$ cat src/rtl/ddr2_blk_rdwr_pkg.sv
// ----------------------------------------------------------------------------
// ddr2_blk_rdwr_pkg
// Shared constants for the DDR2 block read/write engine width converter.
//   IN_BYTES  : bytes per upstream packet word (64-bit)
//   OUT_BYTES : bytes per DDR2 word (72-bit)
//   CNT_W     : width of the residual byte counter (holds 0..8)
// ----------------------------------------------------------------------------
package ddr2_blk_rdwr_pkg;

    localparam int unsigned IN_BYTES  = 8;
    localparam int unsigned OUT_BYTES = 9;
    localparam int unsigned CNT_W     = 4;

    typedef logic [CNT_W-1:0] cnt_t;

endpackage

$ cat src/rtl/fallthrough_small_fifo.sv
// ----------------------------------------------------------------------------
// fallthrough_small_fifo
// Small first-word-fall-through FIFO. The head entry is presented on dout as
// soon as the FIFO is non-empty; rd_en pops it.
//   clk, rst   : clock, synchronous active-high reset
//   din, wr_en : write port (write while prog_full is the caller's concern)
//   rd_en      : pop head (legal only when empty=0)
//   dout       : head entry, zero while empty
//   empty      : no entries held
//   prog_full  : occupancy >= PROG_FULL_THRESHOLD
// ----------------------------------------------------------------------------
module fallthrough_small_fifo #(
    parameter int unsigned WIDTH               = 72,
    parameter int unsigned MAX_DEPTH_BITS      = 3,
    parameter int unsigned PROG_FULL_THRESHOLD = 4
) (
    input  logic             clk,
    input  logic             rst,
    input  logic [WIDTH-1:0] din,
    input  logic             wr_en,
    input  logic             rd_en,
    output logic [WIDTH-1:0] dout,
    output logic             empty,
    output logic             prog_full
);

    localparam int unsigned DEPTH = 1 << MAX_DEPTH_BITS;
    localparam int unsigned CW    = MAX_DEPTH_BITS + 1;
    localparam logic [CW-1:0] THR = CW'(PROG_FULL_THRESHOLD);

    logic [WIDTH-1:0]          mem_q [DEPTH];
    logic [MAX_DEPTH_BITS-1:0] wr_ptr_q, wr_ptr_d;
    logic [MAX_DEPTH_BITS-1:0] rd_ptr_q, rd_ptr_d;
    logic [CW-1:0]             count_q, count_d;

    always_comb begin
        wr_ptr_d = wr_ptr_q;
        rd_ptr_d = rd_ptr_q;
        count_d  = count_q;
        if (wr_en) begin
            wr_ptr_d = wr_ptr_q + 1'b1;
        end
        if (rd_en) begin
            rd_ptr_d = rd_ptr_q + 1'b1;
        end
        case ({wr_en, rd_en})
            2'b10:   count_d = count_q + 1'b1;
            2'b01:   count_d = count_q - 1'b1;
            default: count_d = count_q;
        endcase
    end

    always_ff @(posedge clk) begin
        if (rst) begin
            wr_ptr_q <= '0;
            rd_ptr_q <= '0;
            count_q  <= '0;
        end else begin
            wr_ptr_q <= wr_ptr_d;
            rd_ptr_q <= rd_ptr_d;
            count_q  <= count_d;
        end
    end

    // Storage needs no reset: dout is masked while empty.
    always_ff @(posedge clk) begin
        if (wr_en) begin
            mem_q[wr_ptr_q] <= din;
        end
    end

    assign empty     = (count_q == '0);
    assign prog_full = (count_q >= THR);
    assign dout      = empty ? '0 : mem_q[rd_ptr_q];

endmodule

$ cat src/rtl/ddr2_blk_rdwr_fifo_64b_2_72b.sv
// ----------------------------------------------------------------------------
// ddr2_blk_rdwr_fifo_64b_2_72b
// Packs a big-endian stream of 64-bit words into 72-bit DDR2 words (nine in,
// eight out). flush pads and emits a partial word. Packed words pass through
// one register stage into a fall-through FIFO drained by the write sequencer.
//   clk, rst      : clock, synchronous active-high reset
//   wr_data/wr_en : input word, byte 0 at [63:56]; only when full=0
//   flush         : one-cycle pulse, emit residual bytes zero-padded
//   full          : flush pending or output FIFO at threshold
//   rd_data       : FIFO head, byte 0 at [71:64]
//   empty         : output FIFO empty
//   rd_en         : pop FIFO head; only when empty=0
//   pending_bytes : residual byte count 0..8
// ----------------------------------------------------------------------------
module ddr2_blk_rdwr_fifo_64b_2_72b
    import ddr2_blk_rdwr_pkg::*;
#(
    parameter int unsigned FIFO_DEPTH_BITS     = 3,
    parameter int unsigned PROG_FULL_THRESHOLD = 4
) (
    input  logic        clk,
    input  logic        rst,
    input  logic [63:0] wr_data,
    input  logic        wr_en,
    input  logic        flush,
    output logic        full,
    output logic [71:0] rd_data,
    output logic        empty,
    input  logic        rd_en,
    output logic [3:0]  pending_bytes
);

    localparam logic [6:0] OUT_BITS = 7'(8 * OUT_BYTES);
    localparam cnt_t       R_FULL   = CNT_W'(IN_BYTES);

    logic [63:0] residual_q, residual_d;
    cnt_t        r_q, r_d;
    logic        flush_pending_q, flush_pending_d;
    logic        wr_en_d1_q, wr_en_d1_d;
    logic [71:0] data_d1_q, data_d1_d;

    logic [6:0]  sh_in;
    logic [6:0]  sh_res;
    logic        prog_full;

    always_comb begin
        residual_d      = residual_q;
        r_d             = r_q;
        flush_pending_d = flush_pending_q;
        wr_en_d1_d      = 1'b0;
        data_d1_d       = '0;
        // Residual occupies the top r bytes; the new word lands right after
        // it and whatever does not fit becomes the next residual.
        sh_in           = {r_q, 3'b000};
        sh_res          = OUT_BITS - {r_q, 3'b000};

        if (flush_pending_q || (flush && !wr_en)) begin
            flush_pending_d = 1'b0;
            if (r_q != '0) begin
                wr_en_d1_d = 1'b1;
                data_d1_d  = {residual_q, 8'h00};
            end
            residual_d = '0;
            r_d        = '0;
        end else if (wr_en) begin
            if (r_q == '0) begin
                residual_d = wr_data;
                r_d        = R_FULL;
            end else begin
                wr_en_d1_d = 1'b1;
                data_d1_d  = {residual_q, 8'h00} | ({wr_data, 8'h00} >> sh_in);
                residual_d = wr_data << sh_res;
                r_d        = r_q - 1'b1;
            end
            // Flush alongside a write runs on the following cycle.
            flush_pending_d = flush;
        end
    end

    always_ff @(posedge clk) begin
        if (rst) begin
            residual_q      <= '0;
            r_q             <= '0;
            flush_pending_q <= 1'b0;
            wr_en_d1_q      <= 1'b0;
            data_d1_q       <= '0;
        end else begin
            residual_q      <= residual_d;
            r_q             <= r_d;
            flush_pending_q <= flush_pending_d;
            wr_en_d1_q      <= wr_en_d1_d;
            data_d1_q       <= data_d1_d;
        end
    end

    fallthrough_small_fifo #(
        .WIDTH               (72),
        .MAX_DEPTH_BITS      (FIFO_DEPTH_BITS),
        .PROG_FULL_THRESHOLD (PROG_FULL_THRESHOLD)
    ) u_fifo (
        .clk       (clk),
        .rst       (rst),
        .din       (data_d1_q),
        .wr_en     (wr_en_d1_q),
        .rd_en     (rd_en),
        .dout      (rd_data),
        .empty     (empty),
        .prog_full (prog_full)
    );

    assign full          = flush_pending_q | prog_full;
    assign pending_bytes = r_q;

endmodule

$ cat config.mk
export PLATFORM = sky130hd
export DESIGN_NAME = ddr2_blk_rdwr_fifo_64b_2_72b
export DESIGN_NICKNAME = d
export VERILOG_FILES = /design/src/rtl/ddr2_blk_rdwr_pkg.sv /design/src/rtl/fallthrough_small_fifo.sv /design/src/rtl/ddr2_blk_rdwr_fifo_64b_2_72b.sv
export SDC_FILE = /design/constraint.sdc
export NUM_CORES = 1
export LEC_CHECK = 0
export CAP_MARGIN = 10
export CORE_ASPECT_RATIO = 0.7
export CORE_MARGIN = 4
export CORE_UTILIZATION = 34
export DETAILED_ROUTE_END_ITERATION = 7
export HOLD_SLACK_MARGIN = 0.12
export PLACE_DENSITY = 0.59
export RECOVER_POWER = 25
export SLEW_MARGIN = 10
export SYNTH_ARGS = -nofsm -noshare
export SYNTH_HDL_FRONTEND = slang
export SYNTH_SLANG_ARGS = --single-unit
export TNS_END_PERCENT = 10
$ cat constraint.sdc
create_clock -name clk -period 12.05 [get_ports clk]
set_clock_uncertainty 0.05 [all_clocks]
set_input_delay 1.205 -clock clk [delete_from_list [all_inputs] [get_ports clk]]
set_output_delay 1.205 -clock clk [all_outputs]
set_load 0.01 [all_outputs]
==> key figures, run 1 <==
Outcome
  • Outcome: completed

Clock network
  • Setup Fix Bufs, Post-CTS: 0
  • Clock buffer depth: 3
  • Worst skew pair latency: between 0.6 and 0.7 ns
  • CTS tree: yes
  • Clk slew on worst S/H paths: approximately 0.070 ns
  • Root buffer cell: clkbuf_16
  • CTS-repair resized insts: 0
  • Post-CTS Hold Buffers: 0
  • Inserted Clock Buffers: 69
  • # clock sinks: between 700 and 800
  • # H-tree levels: 3

STA
  • Final setup viols: 0
  • Final Hold Vio Count: 0
  • FMAX: between 0.15 and 0.2 GHz
  • Final period utilization: 0.461
  • Fin Setup TNS: 0 ns
  • Rel. slew slack: 0.164
  • Slew @ Worst Pin: roughly 1.2 ns
  • Slew Limit Fails: 0
  • Final min period: about 5.6 ns
  • RSZ-0062 raised after global routing: no

Flow run
  • Total of max-cap violations: 0

Worst hold path
  • Hold crit path type: flip-flop to flip-flop
  • Endpoint, Worst Hold: data_d1_q[69]
  • Hold Path Depth: 1
  • HP Start: residual_q[61]

Power and ir drop
  • Static leakage: roughly 11 nW
  • Switching part of the total: 0.240
  • Int Power: 4.31 mW
  • Power Density: ~160 mW/mm²
  • Register share of total power: 0.493
  • Final Total Pwr: between 5 and 6 mW
  • NetSw: between 1 and 1.5 mW
  • Clock power share: 0.384
  • Comb pwr share: 0.123
  • Max VDD drop: between 0.0001 and 0.00015 V

Synth
  • Post-synthesis sequential element count: roughly 730
  • Sequential cell area fraction in the yosys report: 0.666
  • Mean Syn Cell Area: roughly 16 µm²
  • Distinct cell type count of the synthesized netlist: 51
  • Largest area contributor in the netlist: edfxtp_1
  • Synth top area share: 0.565
  • Number of synthesized flops with an enable pin: between 500 and 600
  • Synth area leaders: edfxtp_1, mux4_2, dfxtp_1, mux2i_1, nor2_1
  • YS warnings: 0
  • Syn_nets: just under 2000
  • Asr flop ratio synth: 0
  • Ys flop type: edfxtp_1
  • Synth Instances: about 1900
  • Post-synthesis instance area: between 0.03 and 0.04 mm²

Placed design
  • IO buf count: roughly 150
  • Placed wire-length estimate: between 50000 and 60000 µm
  • Final Wtd Congestion: slightly below 0.9

Routing
  • Routed len/inst: 26.3 µm
  • Vias: 17900
  • Drt first pass iters: 7
  • Remaining DRCs: 0
  • Initial DRC count: between 1500 and 2000
  • Vias/cell: roughly 5.6
  • Final WL: between 80000 and 90000 µm
  • Post-route ant nets: 0

Finish
  • Multi-input gate area: between 0.009 and 0.01 mm²
  • Area growth syn-to-layout: 16.0%
  • Seq. cell area: about 0.02 mm²
  • Most frequent cells in the layout: edfxtp_1, mux4_2, mux2i_1
  • Commonest non-fill, non-tap cell in the layout: edfxtp_1
  • Final nets: between 2000 and 2500
  • Layout cells sized above 1: 0.190
  • Fillers: approximately 8000

Floorplanning
  • Starting density of the core: 0.345
  • Horiz. Die Dim: 367 µm
  • DIE AREA: approximately 0.095 mm²
  • Core Box Area: 0.0887 mm²
  • Rows: 91
  • I/O pin count: 147
  • Die H: around 260 µm

Critical path
  • RR Startpoint: pending_bytes[1]
  • Bufs and invs on worst path: 3
  • Cell mode on critical path: buf_4
  • R2r worst-path depth: 8
  • Reg2reg setup slack: 7.72 ns
  • Critical Path Start Type: flip-flop
  • WS Path Type: flip-flop to primary output
  • Slowest CP cell: buf_4
  • Critical path cell sequence: buf_4 > buf_4 > mux4_2 > mux2i_1 > nor2_1 > clkdlybuf4s50_1
  • Crit-path max cell delay: approximately 0.86 ns
  • Worst path top cell family by delay: buffers and inverters
  • Worst setup EP type: primary output
  • Worst Path Max Fanout: between 40 and 50
  • Arrival time worst endpoint: 4.30 ns
  • Data required time of the worst path: ~11 ns
  • Reg-to-reg critical path endpoint: residual_q[63]

GRT
  • Initial antenna violation count: 34
  • GRT Util Overall: 0.175
  • Vias in the first global route: 17900
  • First-pass GRT wire length: ~120000 µm
  • Largest net degree at the start of global routing: 67
  • Grt total ovfl: 0
-- area by class of cell --
class,instances,share of cell area
inverters,9,0.00102
well taps,1162,0.0409
diodes,16,0.00113
clock inverters,31,0.00895
flip-flops and latches,731,0.575
clock buffers,96,0.0547
multi-input cells,977,0.268
repair buffers,191,0.0505
-- kinds of logic (layout without fill, tap and decap cells) --
family,Yosys count,after routing,share of synthesized area
fa+ha+maj,7,7,0.00311
mux,374,374,0.197
flops,731,731,0.666
simple gates,277,277,0.0393
buf+inv,149,327,0.0262
xor+xnor,8,8,0.00229
compound gates,311,311,0.0660
other cells,0,16,0
-- synth_stat cells (6+ instances only) --
| library cell | instances |
|---|---|
| buf_6 | 10 |
| a211oi_1 | 9 |
| o21ai_0 | 94 |
| a21oi_1 | 75 |
| ha_1 | 6 |
| a22o_1 | 37 |
| nor2_1 | 161 |
| o22a_1 | 8 |
| nand2_1 | 64 |
| o31ai_1 | 8 |
| a221oi_1 | 40 |
| mux4_2 | 179 |
| buf_1 | 10 |
| mux2_2 | 33 |
| nand3_1 | 8 |
| buf_2 | 40 |
| edfxtp_1 | 576 |
| and2_1 | 8 |
| clkbuf_1 | 53 |
| buf_4 | 24 |
| dfxtp_1 | 155 |
| a31oi_1 | 8 |
| nor3_1 | 13 |
| a22oi_1 | 21 |
| mux2i_1 | 162 |
-- through the flow --
| step | setup slack, ns | utilization | hold slack [ns] | cell area, µm² | std cells |
|---|---|---|---|---|---|
| global route | 6.12 | 0.400 | 0.441 | 35500 | 3197 |
| CTS | 6.30 | 0.400 | 0.420 | 35500 | 3197 |
| global placement | 6.98 | 0.375 | 0.401 | 33200 | 3070 |
| floorplan | 5.98 | - | 0.369 | 30600 | 1857 |
| finish | 6.50 | 0.401 | 0.421 | 35500 | 3213 |
| detailed placement | 6.98 | 0.375 | 0.402 | 33200 | 3070 |
-- power groups by stage --
| stage | combinational (mW) | clock [mW] | sequential (mW) |
|---|---|---|---|
| 2_1_floorplan | 0.413 | 0 | 2.82 |
| 3_3_place_gp | 0.708 | 0 | 2.84 |
| 3_5_place_dp | 0.709 | 0 | 2.85 |
| 4_1_cts | 0.712 | 2.23 | 2.79 |
| 5_1_grt | 0.756 | 2.35 | 2.80 |
| 6_report | 0.697 | 2.18 | 2.79 |
-- per-layer routing --
metal	up-vias	global-route usage	wire, µm
li1	7680	-	-
met1	9240	0.256	38000
met2	770	0.240	35000
met3	135	0.0792	9830
met4	36	0.0331	1330
met5	-	0	233
-- flip-flops by register name (all words and copies together) (netlist names), named ones only --
signal,count
u_fifo.rd_ptr_q,3
u_fifo.mem_q,576
flush_pending_q,1
pending_bytes,4
u_fifo.count_q,4
data_d1_q,72
wr_en_d1_q,1
residual_q,64
u_fifo.wr_ptr_q,3
-- how the worst max path moves through the flow --
stage / to / slack [ns] / cells past startpoint
after global routing: rd_data[68] / 6.12 / 6
after floorplan: u_fifo.mem_q[0][0] / 5.98 / 2
after global placement: rd_data[68] / 6.98 / 6
final: rd_data[68] / 6.50 / 6
after detailed placement: rd_data[68] / 6.98 / 6
after CTS: rd_data[68] / 6.30 / 6
(Power assumes the default switching activity.)
==> run 2: changes to the inputs <==
- PLACE_DENSITY: 0.59 -> 0.61
- clock period: 12.05 -> 4.9 ns (I/O delays scaled with it)
==> key figures, run 2 (synthesis gave the netlist of run 1 again) <==
Finish
  • Flip-flop count of the largest register after layout: 576 (unchanged)
  • Layout Utilization: 0.404 (+0.00310)
  • Largest regs: u_fifo.mem_q: 576 flops, data_d1_q: 72 flops, residual_q: 64 flops
  • Most frequent cells in the layout: edfxtp_1, mux4_2, mux2i_1
  • Multi-input gate area: 0.00953 mm² (about the same)
  • Commonest non-fill, non-tap cell in the layout: edfxtp_1
  • Biggest register: u_fifo.mem_q
  • Area growth syn-to-layout: 16.9%
  • Finished Cell Area: 0.0358 mm² (+0.77%)
  • Final nets: 2066 (+0.54%)
  • Seq. cell area: 0.0204 mm² (unchanged)
  • Fillers: 7969 (-0.075%)
  • Layout cells sized above 1: 0.195 (+0.00514)

GRT
  • Met2 usage: 0.246 (+0.00545)
  • GRT Util Overall: 0.174 (-0.00119)
  • Met1 Use GR: 0.264 (+0.00789)
  • Grt total ovfl: 0 (unchanged)
  • GR Layer Usage met3: 0.0563 (-0.0229)
  • Initial antenna violation count: 17 (-50%)
  • Vias in the first global route: 18000 (+0.75%)
  • Grt peak-use layer: met1
  • Largest net degree at the start of global routing: 73 (+9.0%)
  • First-pass GRT wire length: 123000 µm (-0.30%)

STA
  • Slew Limit Fails: 0 (unchanged)
  • Final setup viols: 0 (unchanged)
  • FMAX: around 0.25 GHz
  • Final Hold Vio Count: 0 (unchanged)
  • Rel. slew slack: 0.193 (+0.0286)
  • Fin Setup TNS: 0 ns (unchanged)
  • RSZ-0062 raised after global routing: no
  • Slew @ Worst Pin: 1.21 ns (-0.0377 ns)
  • Final period utilization: 0.825
  • Final min period: approximately 4.0 ns

Floorplanning
  • I/O pin count: 147 (unchanged)
  • DIE AREA: 0.0950 mm² (unchanged)
  • Die H: 259 µm (unchanged)
  • Horiz. Die Dim: 367 µm (unchanged)
  • Rows: 91 (unchanged)
  • Core Box Area: 0.0887 mm² (unchanged)
  • Starting density of the core: 0.345 (unchanged)

Critical path
  • Reg-to-reg critical path endpoint: data_d1_q[38]
  • Worst setup EP type: primary output
  • R2r worst-path depth: 6 (-2)
  • Reg2reg setup slack: 1.58 ns (-6.14 ns)
  • Critical Path Start Type: flip-flop
  • WS Path Type: flip-flop to primary output
  • Worst Path Max Fanout: 41 (-16%)
  • Data required time of the worst path: 4.36 ns (-6.44 ns)
  • RR Startpoint: pending_bytes[1]
  • Arrival time worst endpoint: 3.50 ns (-0.80 ns)

Clock network
  • Worst skew pair latency: 0.63 ns (about the same)
  • Clock buffer depth: 3 (unchanged)
  • CTS tree: yes
  • Clk slew on worst S/H paths: 0.06 ns (about the same)
  • Inserted Clock Buffers: 71 (+2.9%)
  • Setup Fix Bufs, Post-CTS: 0 (unchanged)
  • # H-tree levels: 3 (unchanged)
  • Root buffer cell: clkbuf_16
  • # clock sinks: 731 (unchanged)
  • Post-CTS Hold Buffers: 0 (unchanged)
  • CTS-repair resized insts: 0 (unchanged)

Power and ir drop
  • Static leakage: 11.0 nW (+1.2%)
  • Power Density: 394 mW/mm² (+150%)
  • Final Total Pwr: 14.1 mW (+150%)
  • Max VDD drop: 0.000281 V (+130%)

Worst hold path
  • HP Start: wr_en
  • Hold crit path type: primary input to flip-flop
  • Hold Path Depth: 3 (+2)
  • Endpoint, Worst Hold: flush_pending_q

Outcome
  • Outcome: completed

Flow run
  • Total of max-cap violations: 0 (unchanged)

Routing
  • Initial DRC count: 2085 (+27%)
  • Remaining DRCs: 0 (unchanged)
  • Vias: 17900 (+0.38%)
  • Vias/cell: 5.57 (+0.22%)
  • Final WL: 83900 µm (-0.63%)
  • Drt first pass iters: 6 (-1)
  • Routed len/inst: 26.1 µm (-0.79%)
  • Post-route ant nets: 0 (unchanged)

Placed design
  • Dpl cell area: 0.0334 mm² (+0.59%)
  • Placed wire-length estimate: 52500 µm (-0.32%)
  • IO buf count: 146 (unchanged)
  • Final Wtd Congestion: 0.887 (+1.4%)
[run 2: cell types whose count changed in the layout (fill, tap and decap cells not counted), moves of 2 or more]
cell,previous run,this run
clkbuf_1,19,15
clkinv_1,8,11
bufinv_16,5,3
clkbuf_8,5,9
buf_12,0,10
diode_2,16,8
clkinv_8,2,4
clkbuf_16,72,75
clkinvlp_4,4,2
[run 2: through the flow]
step	hold slack, ns	std cells	setup slack [ns]
3_3_place_gp	0.397	3079	1.47
6_report	0.318	3218	0.858
3_5_place_dp	0.391	3079	1.44
2_1_floorplan	0.369	1857	-1.16
5_1_grt	0.267	3213	0.632
4_1_cts	0.254	3210	0.763
[run 2: cell type report]
cell class              count  share of cell area
flip-flops and latches    731               0.570
multi-input cells         977               0.266
clock buffers              99              0.0575
repair buffers            200              0.0555
well taps                1162              0.0406
clock inverters            32             0.00842
inverters                   9             0.00101
diodes                      8            0.000559
[run 2: worst max-delay path, cell delays in order (launching register included)]
cell and delay [ns]:
dfxtp_4 0.97, buf_12 0.36, mux4_2 0.53, mux2i_1 0.35, nor2_1 0.09, clkdlybuf4s50_1 0.51
[run 2: worst max path at each step]
stage                     startpoint                  to  slack (ns)
after CTS                  flip-flop         rd_data[45]        0.76
after detailed placement   flip-flop         rd_data[45]        1.44
after global placement     flip-flop         rd_data[69]        1.47
after floorplan           wr_en_d1_q  u_fifo.mem_q[4][0]       -1.16
final                      flip-flop         rd_data[45]        0.86
after global routing       flip-flop         rd_data[45]        0.63
[run 2: metal layers]
| metal | up-vias | share of wire |
|---|---|---|
| li1 | 7679 | - |
| met1 | 9280 | 0.46 |
| met2 | 839 | 0.42 |
| met3 | 111 | 0.10 |
| met4 | 20 | 0.014 |
| met5 | - | 0.0033 |
[run 2: where the power goes]
part | internal, mW | leakage (nW) | switching, mW | total [mW]
Combinational | 0.807 | 3.37 | 0.931 | 1.74
Clock | 3.13 | 1.15 | 2.33 | 5.46
Sequential | 6.75 | 6.51 | 0.141 | 6.90
Total | 10.7 | 11.0 | 3.40 | 14.1
